## src/rtl/cfi_log_queue.sv

```systemverilog
// CFI log package and queue: circular buffer buffering commit-stage CFI log
// entries toward the backend, with stall back-pressure and a sticky drop flag.
package cfi_pkg;
  typedef logic [255:0] cfi_log_t;
endpackage

module cfi_log_queue
  import cfi_pkg::*;
#(
  parameter int unsigned DEPTH        = 8,
  parameter int unsigned STALL_MARGIN = 2
) (
  input  logic                     clk_i,
  input  logic                     rst_ni,
  input  logic                     flush_i,
  input  logic                     push_i,
  input  cfi_log_t                 log_i,
  output logic                     stall_o,
  output logic                     full_o,
  output cfi_log_t                 log_o,
  output logic                     queue_empty_o,
  input  logic                     queue_pop_i,
  output logic [$clog2(DEPTH):0]   usage_o,
  output logic                     overflow_o
);

  localparam int unsigned PW = $clog2(DEPTH);
  localparam int unsigned UW = PW + 1;

  cfi_log_t          mem_q [DEPTH];
  logic [PW-1:0]     rd_ptr_q, rd_ptr_d;
  logic [PW-1:0]     wr_ptr_q, wr_ptr_d;
  logic [UW-1:0]     usage_q, usage_d;
  logic              overflow_q, overflow_d;

  logic              pop_ok;
  logic              push_ok;
  logic              write_en;

  assign full_o        = (usage_q == UW'(DEPTH));
  assign queue_empty_o = (usage_q == '0);
  assign stall_o       = ((UW'(DEPTH) - usage_q) <= UW'(STALL_MARGIN));
  assign usage_o       = usage_q;
  assign overflow_o    = overflow_q;
  assign log_o         = mem_q[rd_ptr_q];

  // A pop on a full queue frees the slot the same-cycle push needs.
  assign pop_ok   = queue_pop_i & ~queue_empty_o;
  assign push_ok  = push_i & (~full_o | pop_ok);
  assign write_en = push_ok & ~flush_i;

  always_comb begin
    rd_ptr_d   = rd_ptr_q;
    wr_ptr_d   = wr_ptr_q;
    usage_d    = usage_q;
    overflow_d = overflow_q;
    if (flush_i) begin
      rd_ptr_d = '0;
      wr_ptr_d = '0;
      usage_d  = '0;
    end else begin
      if (pop_ok)  rd_ptr_d = rd_ptr_q + PW'(1);
      if (push_ok) wr_ptr_d = wr_ptr_q + PW'(1);
      if (push_ok && !pop_ok)      usage_d = usage_q + UW'(1);
      else if (pop_ok && !push_ok) usage_d = usage_q - UW'(1);
      if (push_i && !push_ok) overflow_d = 1'b1;
    end
  end

  always_ff @(posedge clk_i or negedge rst_ni) begin
    if (!rst_ni) begin
      rd_ptr_q   <= '0;
      wr_ptr_q   <= '0;
      usage_q    <= '0;
      overflow_q <= 1'b0;
    end else begin
      rd_ptr_q   <= rd_ptr_d;
      wr_ptr_q   <= wr_ptr_d;
      usage_q    <= usage_d;
      overflow_q <= overflow_d;
    end
  end

  // Entry storage carries no reset so it can map onto plain RAM.
  always_ff @(posedge clk_i) begin
    if (write_en) mem_q[wr_ptr_q] <= log_i;
  end

endmodule

```

## config.mk

```make
export PLATFORM = sky130hd
export DESIGN_NAME = cfi_log_queue
export DESIGN_NICKNAME = d
export VERILOG_FILES = /design/src/rtl/cfi_log_queue.sv
export SDC_FILE = /design/constraint.sdc
export NUM_CORES = 1
export LEC_CHECK = 0
export ABC_AREA = 1
export CORE_AREA = 2 2 418 420
export DETAILED_ROUTE_END_ITERATION = 8
export DIE_AREA = 0 0 420 422
export PLACE_DENSITY = 0.65
export SYNTH_ARGS = -nofsm -noshare
export SYNTH_HDL_FRONTEND = slang
export SYNTH_SLANG_ARGS = --single-unit
```

## constraint.sdc

```tcl
create_clock -name clk_i -period 13.9 [get_ports clk_i]
set_input_delay 2.78 -clock clk_i [delete_from_list [all_inputs] [get_ports clk_i]]
set_output_delay 2.78 -clock clk_i [all_outputs]
set_load 0.05 [all_outputs]
```

After elaboration in Yosys (flattened, before gate mapping)

Memory sizes are Yosys's and may differ from the RTL's.
Index checks and enable logic that the tools add are counted.

Memories kept: 1
Register bits after elaboration: 11
Input port bits: 261
Output and inout bits: 264
Memory bits (writable): 2048
Logic and storage cells: 38

$lt $le $gt $ge: 1
Equal/unequal tests: 1
Bitwise operators: 7
$add $sub $neg: 5
Mux-type cells: 9
Reduce and logical (&&, ||, !) cells: 10

Memory list:

| memory | depth | bits a word | read ports | clocked after memory_dff | wr ports | line | text |
|---|---|---|---|---|---|---|---|
| mem_q  | 8     | 256         | 1          | 0                        | 1        | 30   | `cfi_log_t mem_q [DEPTH];` |

Operators with widths:

| operator            | number |
|---|---|
| $mux 3              | 4 |
| $mux 4              | 3 |
| $add 3x1->3 const B | 2 |
| $add 4x1->4 const B | 1 |
| $eq 4x4->1 const B  | 1 |
| $le 4x2->1 const B  | 1 |
| $logic_not 4->1     | 1 |
| $reduce_bool 2->1   | 2 |
| $sub 4x1->4 const B | 1 |
| $sub 4x4->4 const A | 1 |
| $and 1x1->1         | 3 |
| $logic_and 1x1->1   | 3 |
| $not 1->1           | 3 |
| $reduce_bool 3->1   | 1 |
| $logic_not 1->1     | 2 |
| $mux 1              | 2 |
| $reduce_and 2->1    | 1 |
| $or 1x1->1          | 1 |

Logic depth before layout (Yosys ltp)

Depth after elaboration: 10
Gate-level depth with buffers: 14
Mapped depth without buffers: 14

Least setup slack after synthesis

OpenSTA, ideal clock, no wires.

Path type: input to register
From: input port queue_pop_i
To: memory mem_q[0][0] in the netlist's numbering (enable)
Setup time: 878 ps
Buffers on the path: 0
Path slack: -741 ps
Stages on the path: 4
Required time: 13022 ps
Arrival time: 13763 ps
Path through: o21ai_0 -> nor2_1 -> nand2_1 -> nor2_1

Word-level cells in the longest chain between the ends: 6

Ends and longest elaborated chain:

| element                      | line | text |
|---|---|---|
| start: declaration           | 22   | `input logic queue_pop_i,` |
| $and 1x1->1                  | 48   | `assign pop_ok = queue_pop_i & ~queue_empty_o;` |
| $or 1x1->1                   | 49   | `assign push_ok = push_i & (~full_o \| pop_ok);` |
| $and 1x1->1                  | 49   |  |
| $and 1x1->1                  | 50   | `assign write_en = push_ok & ~flush_i;` |
| $mux 1                       | 86   | `if (write_en) mem_q[wr_ptr_q] <= log_i;` |
| $mux 1 (not written as such) | 86   |  |
| end: declaration             | 30   |  |

Every way passes these cells.

Worst setup path in the final report

From: register rd_ptr_q[0]
To: output port log_o[98]

Word-level cells in the longest chain between the ends: 1

Ends and longest elaborated chain:

| element                  | line | text |
|---|---|---|
| start: declaration       | 31   | `logic [PW-1:0] rd_ptr_q, rd_ptr_d;` |
| start signal: assignment | 77   | `rd_ptr_q <= rd_ptr_d;` |
| $mem_v2 8x256            | --   |  |
| end: declaration         | 20   | `output cfi_log_t log_o,` |

Every way passes these cells.

==> results.md <==
- Core area: 173000 sq um
- Final routed DRC violation total: 0
- Power per cell area: 185 nW/um^2
- Hold Slack: 0.484 ns
- Rel. slew slack: 0.148
- Slew @ Worst Pin: 1.28 ns
- Combinational Power Share: 0.290
- Initial Util: 0.467
- CP top delay family: buffers and inverters
- Fillers: 14000
- CTS Sinks: 2059
- Synth top area share: 0.762
- Fin Clk Skew: 0.0333 ns
- Sw power: 0.00597 W
- Row Count: 153
- Cell area after synthesis: 80700 sq um
- Max Transition Viols Final: 0
- Post-CTS Setup Bufs: 0
- Main flop type after synthesis: edfxtp_1
- Area growth from synthesis to layout: 16.4%
- P_leak: 31.4 nW
- CP Class: reg2out
- PortBufs: 524
- Nets: 7058
- Period minus WS final: 9.23 ns
- Critical path required time: 11.12 ns
- First-pass iteration count of the detailed router: 6
- Post-CTS sizing: 0
- Number of synthesized flops with an enable pin: 2048
- Largest area contributor in the netlist: edfxtp_1
- CTS HTree Levels: 4
- Setup-failing EPs final: 0
- Crit-path slowest cell: dfrtp_4
- Crit end category: primary output
- Max clock buf depth: 3
- Crit path max fanout: 236
- Die area: 177000 sq um
- Setup ws final: 4.67 ns
- Io pins: 525
- Power Internal: 0.0114 W
- Power share of the clock group: 0.303
- Clock-pin slew on the worst setup and hold paths: 0.06 ns
- Seq pwr share: 0.407
- FF+latch count, synth: 2059
- CTS tree: yes
- GPL Wtd Cong: 0.765
- Most frequent cells after synthesis: edfxtp_1 (2048), nor2_1 (1548), o21ai_1 (865), nand2_1 (802), o21ai_0 (678)
- Vias in the first global route: 48200
- Worst-Skew Late Latency: 0.86 ns
- Max cap viols: 0
- Cells after synthesis: 6396
- WL/cell: 20.6 um
- Vias per inst: 5.34
- CP bufs+invs: 4
- GRT overflow: 0
- Die W: 420 um
- Top-count cell post-synth: edfxtp_1
- CP cell instances: buf_12 > buf_4 > buf_12 > o21ai_0 > o21ai_1 > nand2_1 > nand2_1 > clkdlybuf4s50_1
- Final HPWL DP: 96600 um
- Class of the worst hold path: reg2reg
- Final Routed Wirelength: 191000 um
- CP startpoint kind: flip-flop
- Tcrit/Tclk final: 0.664
- Hold Buf Count CTS: 0
- First-pass GRT wire length: 289000 um
- Switching share of power: 0.344
- Initial antenna violation count: 41
- Crit-path max cell delay: 1.24 ns
- Post-synthesis sequential area ratio: 0.766
- Synth warn: 0
- Root buffer cell: clkbuf_16
- Status: finished clean
- Final Hold Viols: 0
- GRT Util Overall: 0.212
- ANT nets after route: 0
- CTS Buf Count: 205
- Place WS: 5.72 ns
- Mapped Avg Cell Area: 12.6 sq um
- Synth unique cells: 24
- Layout cell share with drive strength beyond 1: 0.0480
- Synth area leaders: edfxtp_1 (76%), nor2_1 (7.2%), o21ai_1 (5.4%)
- Worst Path Arrival: 6.45 ns
- Largest net degree at the start of global routing: 237
- Initial DRC count: 4159
- Max frequency: 0.108 GHz
- VDD IR max: 0.170 mV
- Post-synthesis net count: 6664
- DR vias: 49600
- Ys async rst share: 0.00534
- RSZ-0062 raised after global routing: no
- Die Y: 422 um
## power by group through the flow
stage / clock (W) / sequential, W / combinational (W)
floorplan: 0 / 0.00723 / 0.00353
global placement: 0 / 0.00720 / 0.00499
detailed placement: 0 / 0.00720 / 0.00504
CTS: 0.00536 / 0.00707 / 0.00507
global route: 0.00560 / 0.00709 / 0.00546
finish: 0.00526 / 0.00708 / 0.00503
## area by class of cell
| type | count | area, sq um | area share |
|---|---|---|---|
| Tap cell | 2325 | 2910 | 0.0310 |
| Antenna cell | 16 | 40.0 | 0.000426 |
| Inverter | 17 | 87.6 | 0.000932 |
| Timing Repair Buffer | 586 | 5920 | 0.0630 |
| Clock inverter | 101 | 1020 | 0.0109 |
| Multi-Input combinational cell | 3921 | 16800 | 0.179 |
| Sequential cell | 2059 | 61800 | 0.658 |
| Clock buffer | 268 | 5370 | 0.0571 |
## cells by family (layout without fill, tap and decap cells)
kind of cell	after synthesis	count (layout)	share of synthesized area
xor gates and xnor gates	3	3	0.000326
adders and majority gates	7	7	0.00118
other	0	16	0
and+or+nand+nor	2362	2362	0.110
DFF	2059	2059	0.766
AOI/OAI and AO/OA	1549	1549	0.0961
buffers and inverters	416	972	0.0266
## sequential cells by signal (all words and copies together) (netlist names)
| name | cells |
|---|---|
| mem_q | 2048 |
| overflow_o | 1 |
| rd_ptr_q | 3 |
| usage_o | 4 |
| wr_ptr_q | 3 |
## per-layer routing
metal / up-vias / share of wire / global-route usage
met5: - / 0.0014 / 0
met2: 1376 / 0.49 / 0.348
met1: 24400 / 0.41 / 0.277
met3: 340 / 0.064 / 0.0457
met4: 42 / 0.029 / 0.0768
li1: 23500 / - / -
## worst reg2reg max path, cell delays in order, from the launching register on
cell     delay [ns]
dfrtp_1        0.42
inv_1          0.14
ha_1           0.26
nand3_1        0.12
o21ai_0        0.16
nor2_1         0.24
nand2_1        0.30
nor2_4         0.55
buf_4          0.57
buf_4          0.70
buf_4          0.85
## layout by cell type (no fill, tap or decap)
cell                n
fa_1                1
inv_8               1
inv_16              4
clkinv_1           47
clkbuf_1           63
nor2_4              8
dfrtp_1             8
diode_2            16
clkbuf_16         205
nand3b_1            1
ha_1                6
clkinv_16           7
o21bai_1            1
nand2_1           802
inv_6               1
o21ai_1           865
nor3_1              1
bufinv_16          12
clkinv_2           24
o21ai_0           678
a211oi_1            1
clkinv_4            1
buf_4              45
buf_12             17
nor2_1           1540
clkinv_8            4
clkdlybuf4s50_1   524
a21oi_1             4
inv_1              15
xnor2_1             2
dfrtp_4             3
xor2_1              1
edfxtp_1         2048
nand3_1            10
clkinvlp_4          2
## through the flow
stage          cells  cell area [sq um]  TNS (ns)  total power [W]   util
5_1_grt         9290              94000         0           0.0182  0.543
6_report        9293              94000         0           0.0174  0.544
3_3_place_gp    8908              87500         0           0.0122  0.506
4_1_cts         9277              93900         0           0.0175  0.543
2_1_floorplan   6396              80700  -1504.62           0.0108      -
3_5_place_dp    8908              87500         0           0.0122  0.506
## path summary, 6_finish.rpt
| kind | startpoint | to | slack (ns) | cells after the start |
|---|---|---|---|---|
| setup reg to reg | usage_o[0] | mem_q[4][63] | 9.17 | 10 |
| setup / recovery | rd_ptr_q[0] | log_o[98] | 4.67 | 8 |
| min in group asynchronous | rst_ni | wr_ptr_q[1] | 2.32 | 1 |
| max in group asynchronous | rst_ni | rd_ptr_q[1] | 11.12 | 1 |
| hold reg to reg | overflow_o | overflow_o | 0.48 | 1 |
| hold / removal | overflow_o | overflow_o | 0.48 | 1 |
Note: power is estimated with default switching activity, not from simulation.
